### src/rtl/pe_result_drain_if.sv
// Result stream from the drain stage to the host-side result buffer.
// The master side presents a held result; the slave side accepts it with res_ready.
interface pe_result_drain_if #(
  parameter int IW = 4
);
  logic          res_valid;
  logic          res_ready;
  logic [15:0]   res_data;
  logic [IW-1:0] res_idx;
  logic          res_sat;

  modport master (output res_valid, res_data, res_idx, res_sat, input res_ready);
  modport slave  (input res_valid, res_data, res_idx, res_sat, output res_ready);
endinterface

### src/rtl/pe_result_drain.sv
// Column result drain: per-lane capture registers feeding a round-robin
// arbiter that emits one held PE result per cycle on a valid/ready stream.
module pe_drain_lane (
  input  logic        clk,
  input  logic        rst_n,
  input  logic        se,
  input  logic        sat_in,
  input  logic [15:0] s_in,
  input  logic        gnt,
  input  logic        clr,
  output logic        pend,
  output logic        sat_o,
  output logic [15:0] data,
  output logic        ovf
);
  logic        pend_q, pend_d;
  logic        sat_q, sat_d;
  logic [15:0] data_q, data_d;
  logic        ovf_q, ovf_d;
  logic        cap;

  always_comb begin
    // A lane being granted this cycle is free to take a new value.
    cap    = se & (~pend_q | gnt);
    pend_d = pend_q;
    sat_d  = sat_q;
    data_d = data_q;
    if (cap) begin
      pend_d = 1'b1;
      sat_d  = sat_in;
      data_d = s_in;
    end else if (gnt) begin
      pend_d = 1'b0;
    end
    ovf_d = (clr ? 1'b0 : ovf_q) | (se & pend_q & ~gnt);
  end

  always_ff @(posedge clk) begin
    if (!rst_n) begin
      pend_q <= 1'b0;
      sat_q  <= 1'b0;
      data_q <= '0;
      ovf_q  <= 1'b0;
    end else begin
      pend_q <= pend_d;
      sat_q  <= sat_d;
      data_q <= data_d;
      ovf_q  <= ovf_d;
    end
  end

  assign pend  = pend_q;
  assign sat_o = sat_q;
  assign data  = data_q;
  assign ovf   = ovf_q;
endmodule

module pe_result_drain #(
  parameter int NPE = 4,
  parameter int IW  = 4
) (
  input  logic                clk,
  input  logic                rst_n,
  input  logic [NPE-1:0]      se,
  input  logic [NPE-1:0]      sat,
  input  logic [16*NPE-1:0]   s_out,
  input  logic                clr,
  pe_result_drain_if.master   res,
  output logic [NPE-1:0]      ovf,
  output logic [15:0]         res_cnt
);
  logic [NPE-1:0]       pend, lane_sat, gnt_oh;
  logic [NPE-1:0][15:0] lane_data;

  logic          res_valid_q, res_valid_d;
  logic [15:0]   res_data_q, res_data_d;
  logic [IW-1:0] res_idx_q, res_idx_d;
  logic          res_sat_q, res_sat_d;
  logic [IW-1:0] last_q, last_d;
  logic [15:0]   cnt_q, cnt_d;

  logic          load, found, hs;
  logic [IW-1:0] gnt_idx;
  logic [15:0]   sel_data;
  logic          sel_sat;

  for (genvar i = 0; i < NPE; i++) begin : g_lane
    pe_drain_lane u_lane (
      .clk    (clk),
      .rst_n  (rst_n),
      .se     (se[i]),
      .sat_in (sat[i]),
      .s_in   (s_out[16*i +: 16]),
      .gnt    (gnt_oh[i]),
      .clr    (clr),
      .pend   (pend[i]),
      .sat_o  (lane_sat[i]),
      .data   (lane_data[i]),
      .ovf    (ovf[i])
    );
  end

  // Round-robin search starting just past the last granted lane.
  always_comb begin
    found   = 1'b0;
    gnt_idx = last_q;
    for (int k = 1; k <= NPE; k++) begin
      if (!found && pend[(int'(last_q) + k) % NPE]) begin
        found   = 1'b1;
        gnt_idx = IW'((int'(last_q) + k) % NPE);
      end
    end
    load = ~res_valid_q | res.res_ready;
    hs   = res_valid_q & res.res_ready;
    gnt_oh   = '0;
    sel_data = '0;
    sel_sat  = 1'b0;
    for (int i = 0; i < NPE; i++) begin
      gnt_oh[i] = load & found & (gnt_idx == IW'(i));
      if (gnt_idx == IW'(i)) begin
        sel_data = lane_data[i];
        sel_sat  = lane_sat[i];
      end
    end
  end

  always_comb begin
    res_valid_d = res_valid_q;
    res_data_d  = res_data_q;
    res_idx_d   = res_idx_q;
    res_sat_d   = res_sat_q;
    last_d      = last_q;
    if (load) begin
      res_valid_d = found;
      if (found) begin
        res_data_d = sel_data;
        res_idx_d  = gnt_idx;
        res_sat_d  = sel_sat;
        last_d     = gnt_idx;
      end
    end
    // A handshake in the clearing cycle still counts.
    cnt_d = (clr ? 16'd0 : cnt_q) + {15'd0, hs};
  end

  always_ff @(posedge clk) begin
    if (!rst_n) begin
      res_valid_q <= 1'b0;
      res_data_q  <= '0;
      res_idx_q   <= '0;
      res_sat_q   <= 1'b0;
      last_q      <= IW'(NPE - 1);
      cnt_q       <= '0;
    end else begin
      res_valid_q <= res_valid_d;
      res_data_q  <= res_data_d;
      res_idx_q   <= res_idx_d;
      res_sat_q   <= res_sat_d;
      last_q      <= last_d;
      cnt_q       <= cnt_d;
    end
  end

  assign res.res_valid = res_valid_q;
  assign res.res_data  = res_data_q;
  assign res.res_idx   = res_idx_q;
  assign res.res_sat   = res_sat_q;
  assign res_cnt       = cnt_q;
endmodule

### src/flat_wrapper.sv
// flat-port wrapper written by rule: the top's interface ports become plain ports
module pe_result_drain_flat 
#(
  parameter int NPE = 4,
  parameter int IW  = 4
)
  (clk, rst_n, se, sat, s_out, clr, ovf, res_cnt, res_res_valid, res_res_data, res_res_idx, res_res_sat, res_res_ready);
  pe_result_drain_if #(.IW(IW)) res_i ();
  input  logic clk;
  input  logic rst_n;
  input  logic [NPE-1:0] se;
  input  logic [NPE-1:0] sat;
  input  logic [16*NPE-1:0] s_out;
  input  logic clr;
  output logic [NPE-1:0] ovf;
  output logic [15:0] res_cnt;
  output wire logic [$bits(res_i.res_valid)-1:0] res_res_valid;
  output wire logic [$bits(res_i.res_data)-1:0] res_res_data;
  output wire logic [$bits(res_i.res_idx)-1:0] res_res_idx;
  output wire logic [$bits(res_i.res_sat)-1:0] res_res_sat;
  input wire logic [$bits(res_i.res_ready)-1:0] res_res_ready;
  assign res_res_valid = res_i.res_valid;
  assign res_res_data = res_i.res_data;
  assign res_res_idx = res_i.res_idx;
  assign res_res_sat = res_i.res_sat;
  assign res_i.res_ready = res_res_ready;
  pe_result_drain #(.NPE(NPE), .IW(IW)) u_core (.clk(clk), .rst_n(rst_n), .se(se), .sat(sat), .s_out(s_out), .clr(clr), .res(res_i), .ovf(ovf), .res_cnt(res_cnt));
endmodule
### config.mk
export PLATFORM = sky130hd
export DESIGN_NAME = pe_result_drain_flat
export DESIGN_NICKNAME = d
export VERILOG_FILES = /design/src/rtl/pe_result_drain_if.sv /design/src/rtl/pe_result_drain.sv /design/src/flat_wrapper.sv
export SDC_FILE = /design/constraint.sdc
export NUM_CORES = 1
export LEC_CHECK = 0
export ABC_CLOCK_PERIOD_IN_PS = 2400
export CAP_MARGIN = 40
export CORE_MARGIN = 5
export CORE_UTILIZATION = 51
export DETAILED_ROUTE_END_ITERATION = 10
export GPL_TIMING_DRIVEN = 0
export HOLD_SLACK_MARGIN = 0.12
export PLACE_DENSITY = 0.8
export RECOVER_POWER = 100
export SYNTH_ARGS = -nofsm -noshare
export SYNTH_HDL_FRONTEND = slang
export SYNTH_SLANG_ARGS = --single-unit
### constraint.sdc
create_clock -name clk -period 2.4 [get_ports clk]
set_input_delay 0.48 -clock clk [delete_from_list [all_inputs] [get_ports clk]]
set_output_delay 0.48 -clock clk [all_outputs]
set_load 0.02 [all_outputs]
After elaboration in Yosys (flattened, before gate mapping)
Cells that the tools add are included.
{"block": "totals", "latchBits": 0, "mem_bits_ro": 0, "register_bits": 118, "mem_count": 0, "mem_bits_rw": 0, "wordCells": 131}
{"block": "classes", "n_lt_le_gt_ge": 4, "mul": 0, "div": 0, "n_addsub": 5, "eq_ne": 3, "bitwise_logic": 40, "n_shift": 0, "muxes": 41, "n_reduce_logical": 16}
{"operator": "16-bit 2-to-1 mux", "count": 5}
{"operator": "1-bit 2-to-1 mux", "count": 28}
{"operator": "1-bit AND", "count": 18}
{"operator": "16-bit by 1-bit adder with 16-bit output", "count": 1}
{"operator": "3-bit by 4-bit < comparator with 1-bit output, second input constant", "count": 4}
{"operator": "4-bit 2-to-1 mux", "count": 4}
{"operator": "1-bit NOT", "count": 9}
{"operator": "1-bit OR", "count": 9}
{"operator": "1-bit binary-select mux with 2-bit select", "count": 4}
{"operator": "4-bit by 2-bit == test with 1-bit output, second input constant", "count": 2}
{"operator": "2-bit nonzero test", "count": 4}
{"operator": "2-bit OR reduction", "count": 4}
{"operator": "2-bit by 1-bit adder with 2-bit output, second input constant", "count": 2}
{"operator": "2-bit adder, second input constant", "count": 2}
{"operator": "1-bit AND, first input constant", "count": 4}
{"operator": "4-bit by 1-bit == test with 1-bit output, second input constant", "count": 1}
{"operator": "4-bit logical NOT", "count": 1}
{"operator": "1-bit logical AND", "count": 3}
{"operator": "1-bit logical NOT", "count": 3}
{"operator": "2-bit AND reduction", "count": 1}

Depth between registers and ports, before layout
{"block": "depth", "depth_word": 21, "ltp_mapped": 9}

By module
Synthesis repeated with hierarchy kept, for this count alone.
{"block": "hier_totals", "cells_unflattened": 606, "area_unflattened_um2": 5486.5}
{"module": "pe_drain_lane", "instances": 4, "area_each_um2": 777.0, "cells_each": 82}
{"module": "pe_result_drain", "instances": 1, "area_each_um2": 2378.5, "cells_each": 278}

Worst setup path after synthesis
Ideal clock, no wire load.
{"block": "synth_path", "path_kind": "input port to flip-flop", "startpoint": "in clr", "endpoint": "reg u_core.cnt_q[13] (netlist: u_core.res_cnt[13])", "cell_stages": 8, "path_slack_ps": 313, "path_buffers": 1, "t_arrival_ps": 2017, "path_cell_list": "clkbuf_1 > nor2b_1 > ha_1 > nand4b_1 > nor3_1 > nand4_1 > or2_2 > a21oi_1"}
{"block": "synth_via", "elab_chain_cells": 2}
{"item": "from (decl)", "line_no": "flat_wrapper.sv:14", "rtl": "input logic clr;"}
{"item": "16-bit 2-to-1 mux", "line_no": "pe_result_drain.sv:143", "rtl": "cnt_d = (clr ? 16'd0 : cnt_q) + {15'd0, hs};"}
{"item": "16-bit by 1-bit adder with 16-bit output", "line_no": "pe_result_drain.sv:143"}
{"item": "to (signal assigned)", "line_no": "pe_result_drain.sv:160", "rtl": "cnt_q <= cnt_d;"}
{"item": "to (decl)", "line_no": "pe_result_drain.sv:80", "rtl": "logic [15:0] cnt_q, cnt_d;"}
No other way between the ends.
A chain may end at the register's enable or synchronous reset.

Final worst setup path
{"block": "layout_path", "startpoint": "reg u_core.last_q[0]", "endpoint": "reg u_core.res_data_q[12] (netlist: u_core.res.res_data[12])"}
{"block": "layout_via", "elab_chain_cells": 19, "word_cells_on_any_way": 47, "cone_classes": "4 x add/sub; 3 x eq/ne; 24 x mux; 4 x bitwise; 12 x reduce/logical"}
{"item": "from (decl)", "line_no": "pe_result_drain.sv:79", "rtl": "logic [IW-1:0] last_q, last_d;"}
{"item": "from (signal assigned)", "line_no": "pe_result_drain.sv:152", "rtl": "last_q <= IW'(NPE - 1);"}
{"item": "from (signal assigned)", "line_no": "pe_result_drain.sv:159", "rtl": "last_q <= last_d;"}
{"item": "2-bit by 1-bit adder with 2-bit output", "line_no": "pe_result_drain.sv:108, pe_result_drain.sv:110"}
{"item": "1-bit binary-select mux with 2-bit select", "line_no": "pe_result_drain.sv:108", "rtl": "if (!found && pend[(int'(last_q) + k) % NPE]) begin"}
{"item": "1-bit 2-to-1 mux (implied by the code) (2 in series)", "line_no": "pe_result_drain.sv:108"}
{"item": "1-bit 2-to-1 mux", "line_no": "pe_result_drain.sv:108"}
{"item": "1-bit logical NOT", "line_no": "pe_result_drain.sv:108"}
{"item": "1-bit logical AND", "line_no": "pe_result_drain.sv:108"}
{"item": "1-bit 2-to-1 mux", "line_no": "pe_result_drain.sv:108"}
{"item": "1-bit logical NOT", "line_no": "pe_result_drain.sv:108"}
{"item": "1-bit logical AND", "line_no": "pe_result_drain.sv:108"}
{"item": "1-bit 2-to-1 mux", "line_no": "pe_result_drain.sv:108"}
{"item": "1-bit logical NOT", "line_no": "pe_result_drain.sv:108"}
{"item": "1-bit logical AND", "line_no": "pe_result_drain.sv:108"}
{"item": "4-bit 2-to-1 mux", "line_no": "pe_result_drain.sv:108"}
{"item": "4-bit logical NOT", "line_no": "pe_result_drain.sv:120", "rtl": "if (gnt_idx == IW'(i)) begin"}
{"item": "16-bit 2-to-1 mux (4 in series)", "line_no": "pe_result_drain.sv:120"}
{"item": "to (signal assigned)", "line_no": "pe_result_drain.sv:156", "rtl": "res_data_q <= res_data_d;"}
{"item": "to (decl)", "line_no": "pe_result_drain.sv:76", "rtl": "logic [15:0] res_data_q, res_data_d;"}
Parallel ways exist; a longest one is shown, timed or not. The select of a mux whose other input is x is not followed.

==> out/qor.csv <==
metric;value;unit
outcome;finished, final reports clean;
fill_cells;871;
clock-skew-final;9.11;ps
rsz0062_at_grt;no;
dieArea;0.0131;mm²
clkTransAtPathRegs;60;ps
cts_made_buffers;17;
arrival;2610;ps
fp.dieW;114;µm
period_needed;2230;ps
yosysSeqAreaShare;41.8;%
synth_edf_count;0;
routed_via_density;5.89;
synthXorXnorAreaFrac;0.630;%
critPathCaptureType;flip-flop;
p_leak;2.88;nW
rows;38;
tightestPinTransition;729;ps
grt_util_met3;6.08;%
insertion_delay;520;ps
setup_viol;0;
grt_max_degree;17;
initial_core_util;51.8;%
globalRouteMet1Util;31.6;%
critPathRequiredTime;2780;ps
instances_no_fill;938;
p_comb_share;20.7;%
synth.distinct_cells;51;
layout-drive-gt1-share;8.90;%
dr_total_vias;5527;
die-height;114;µm
hpwl;12.2;mm
ant_nets;0;
synth_top_family_by_area;simple AND/OR/NAND/NOR gates;
core_area;0.0107;mm²
internal_power;0.00424;W
yosys.area_share.simple;21.6;%
critPathLaunchType;flip-flop;
grt_usage;26.0;%
synth.avg_cell_area;8.57;µm²
first_pass_iters;8;
wl_per_cell;18.0;µm
nNetsFinal;863;
h-tree-depth;4;
synthCells;649;
pin_count;118;
antenna_found_initial;0;
gp_congestion;0.891;
synth.area.mux_share;9.94;%
power_frac_seq;37.2;%
top_usage_layer;met2;
slew_violations;0;
timing.final.crit_share;92.8;%
cts.sinks;116;
initialDrtViolationCount;525;
vdd_drop_max;489;µV
cts_buffer_depth;2;
maxCapViolations;0;
grt_use_met2;43.9;%
portBuffers;115;
synth_compound_area_share;19.1;%
r2r_slack;170;ps
root_buffer;clkbuf_8;
swShare;29.8;%
fin_util;69.9;%
dp_cells;904;
synth_fa_ha_area_share;0.450;%
netlist_area;0.00556;mm²
final-hold-violation-count;0;
ys.flop_type;dfxtp_1;
cp_max_fo;10;
cts_hold_buf;0;
relSlewSlack;51.4;%
fmax;449;MHz
synth_fp_nets;727;
worstSetupPathType;reg -> reg;
area_growth;35.1;%
drt_wl_total;16.9;mm
grt_pass1_wl;27.1;mm
hold_path.class;in -> reg;
drc;0;
overflow;0;
grt_pass1_vias;5456;
yosys_register_bits;116;
power.share.clock;42.1;%
ys_async_sr_fraction;0;%
power.net_switching;0.00180;W
ys_warn_count;0;
cts_tree;done;
antenna_cells;0;
power_density;803;mW/mm²
==> flip-flops by register name (all words and copies together) (netlist names) <==
register and count:
u_core.g_lane.u_lane.data 64, u_core.res.res_data 16, u_core.res_cnt 16, u_core.g_lane.u_lane.ovf 4
u_core.g_lane.u_lane.pend 4, u_core.g_lane.u_lane.sat_o 4, u_core.last_q 4, u_core.res.res_idx 2
u_core.res.res_sat 1, u_core.res.res_valid 1
==> power groups by stage <==
stage	registers [W]	clock network, W	logic, W
2_1_floorplan	0.00229	0	0.000743
3_3_place_gp	0.00227	0	0.00121
3_5_place_dp	0.00227	0	0.00124
4_1_cts	0.00224	0.00254	0.00126
5_1_grt	0.00226	0.00265	0.00135
6_report	0.00224	0.00254	0.00125
==> layout by cell type, fill, tap and decap left out, types with 4 or more instances in the layout <==
master,instances
clkinv_4,4
nand3b_1,6
clkbuf_16,16
o22ai_1,17
nor2b_1,6
dlygate4sd3_1,42
buf_4,9
nand2_1,128
clkbuf_1,41
o211ai_1,21
dfxtp_1,116
nand2b_1,11
nand3_1,22
nor2_1,10
nor3b_1,18
inv_1,8
a2bb2oi_1,16
nand4_1,22
a31oi_1,17
and3_1,4
buf_2,8
o221ai_1,17
a21oi_1,34
clkdlybuf4s50_1,72
o21ai_0,11
mux2i_1,53
==> Yosys cell counts, drive strengths merged, types with 8 or more instances <==
cell       n  area (µm²)
a2bb2oi   17         155
buf       27         183
o21ai     12        63.8
nor2      11        41.3
a21oi     35         186
inv        8        30.0
mux2i     53         531
dfxtp    116        2320
a31oi     17         106
nand4     22         138
clkbuf    38         143
o211ai    21         158
nand3     22         110
o221ai    17         149
nor3b     18         135
nand2b    11        68.8
nand2    129         492
o22ai     17         106
==> cell families after synthesis <==
family | count (synthesis)
xor gates and xnor gates | 4
adders and majority gates | 2
muxes | 55
DFF | 116
buffers and inverters | 75
and+or+nand+nor | 246
AOI/OAI and AO/OA | 151
==> worst max-delay path, stage by stage, from the launching register on <==
cell and delay [ps]:
dfxtp_1 350, buf_2 220, nand3b_1 240, o31ai_1 160, nor2_1 370, clkbuf_1 400, a2bb2oi_1 240, o22ai_1 100
==> timing repair <==
| action | CTS | global route |
|---|---|---|
| pin swaps | 1 | 0 |
| setup buffers | 0 | 2 |
| cloned | 0 | 0 |
| endpoints found under the setup margin | 5 | 11 |
| gates resized for setup | 3 | 7 |
==> final timing paths <==
check / cells after the start / end / startpoint
worst max-delay path: 7 / u_core.res.res_data[12] / u_core.last_q[0]
worst min-delay path: 3 / u_core.g_lane[3].u_lane.data[9] / se[3]
worst max register to register: 7 / u_core.res.res_data[12] / u_core.last_q[0]
worst min register to register: 2 / u_core.g_lane[1].u_lane.data[9] / u_core.g_lane[1].u_lane.data[9]
==> routing by layer <==
metal	part of all wire (%)	wire (µm)
met5	0	0
met4	2.8	470
met3	8.6	1450
met2	49	8300
met1	39	6640
==> final cells by class <==
type / count / area, µm² / share of cell area, %
Clock buffer: 17 / 414 / 5.51
Sequential cell: 116 / 2320 / 30.9
Buffer: 65 / 324 / 4.31
Timing Repair Buffer: 117 / 1160 / 15.4
Clock inverter: 15 / 181 / 2.42
Inverter: 10 / 37.5 / 0.500
Multi-Input combinational cell: 458 / 2900 / 38.6
Tap cell: 140 / 175 / 2.33
==> per-stage QoR <==
stage               hold slack, ps  worst slack [ps]  area (µm²)  power, W  TNS, ps
floorplan                      431               313        5560   0.00304        0
detailed placement             449              -725        6890   0.00351    -8770
CTS                            421              29.9        7490   0.00604        0
global route                   477              13.1        7510   0.00625        0
finish                         439               172        7510   0.00603        0
global placement               443              -639        6890   0.00349    -7650
No activity file was read; power rests on OpenSTA's default activity.
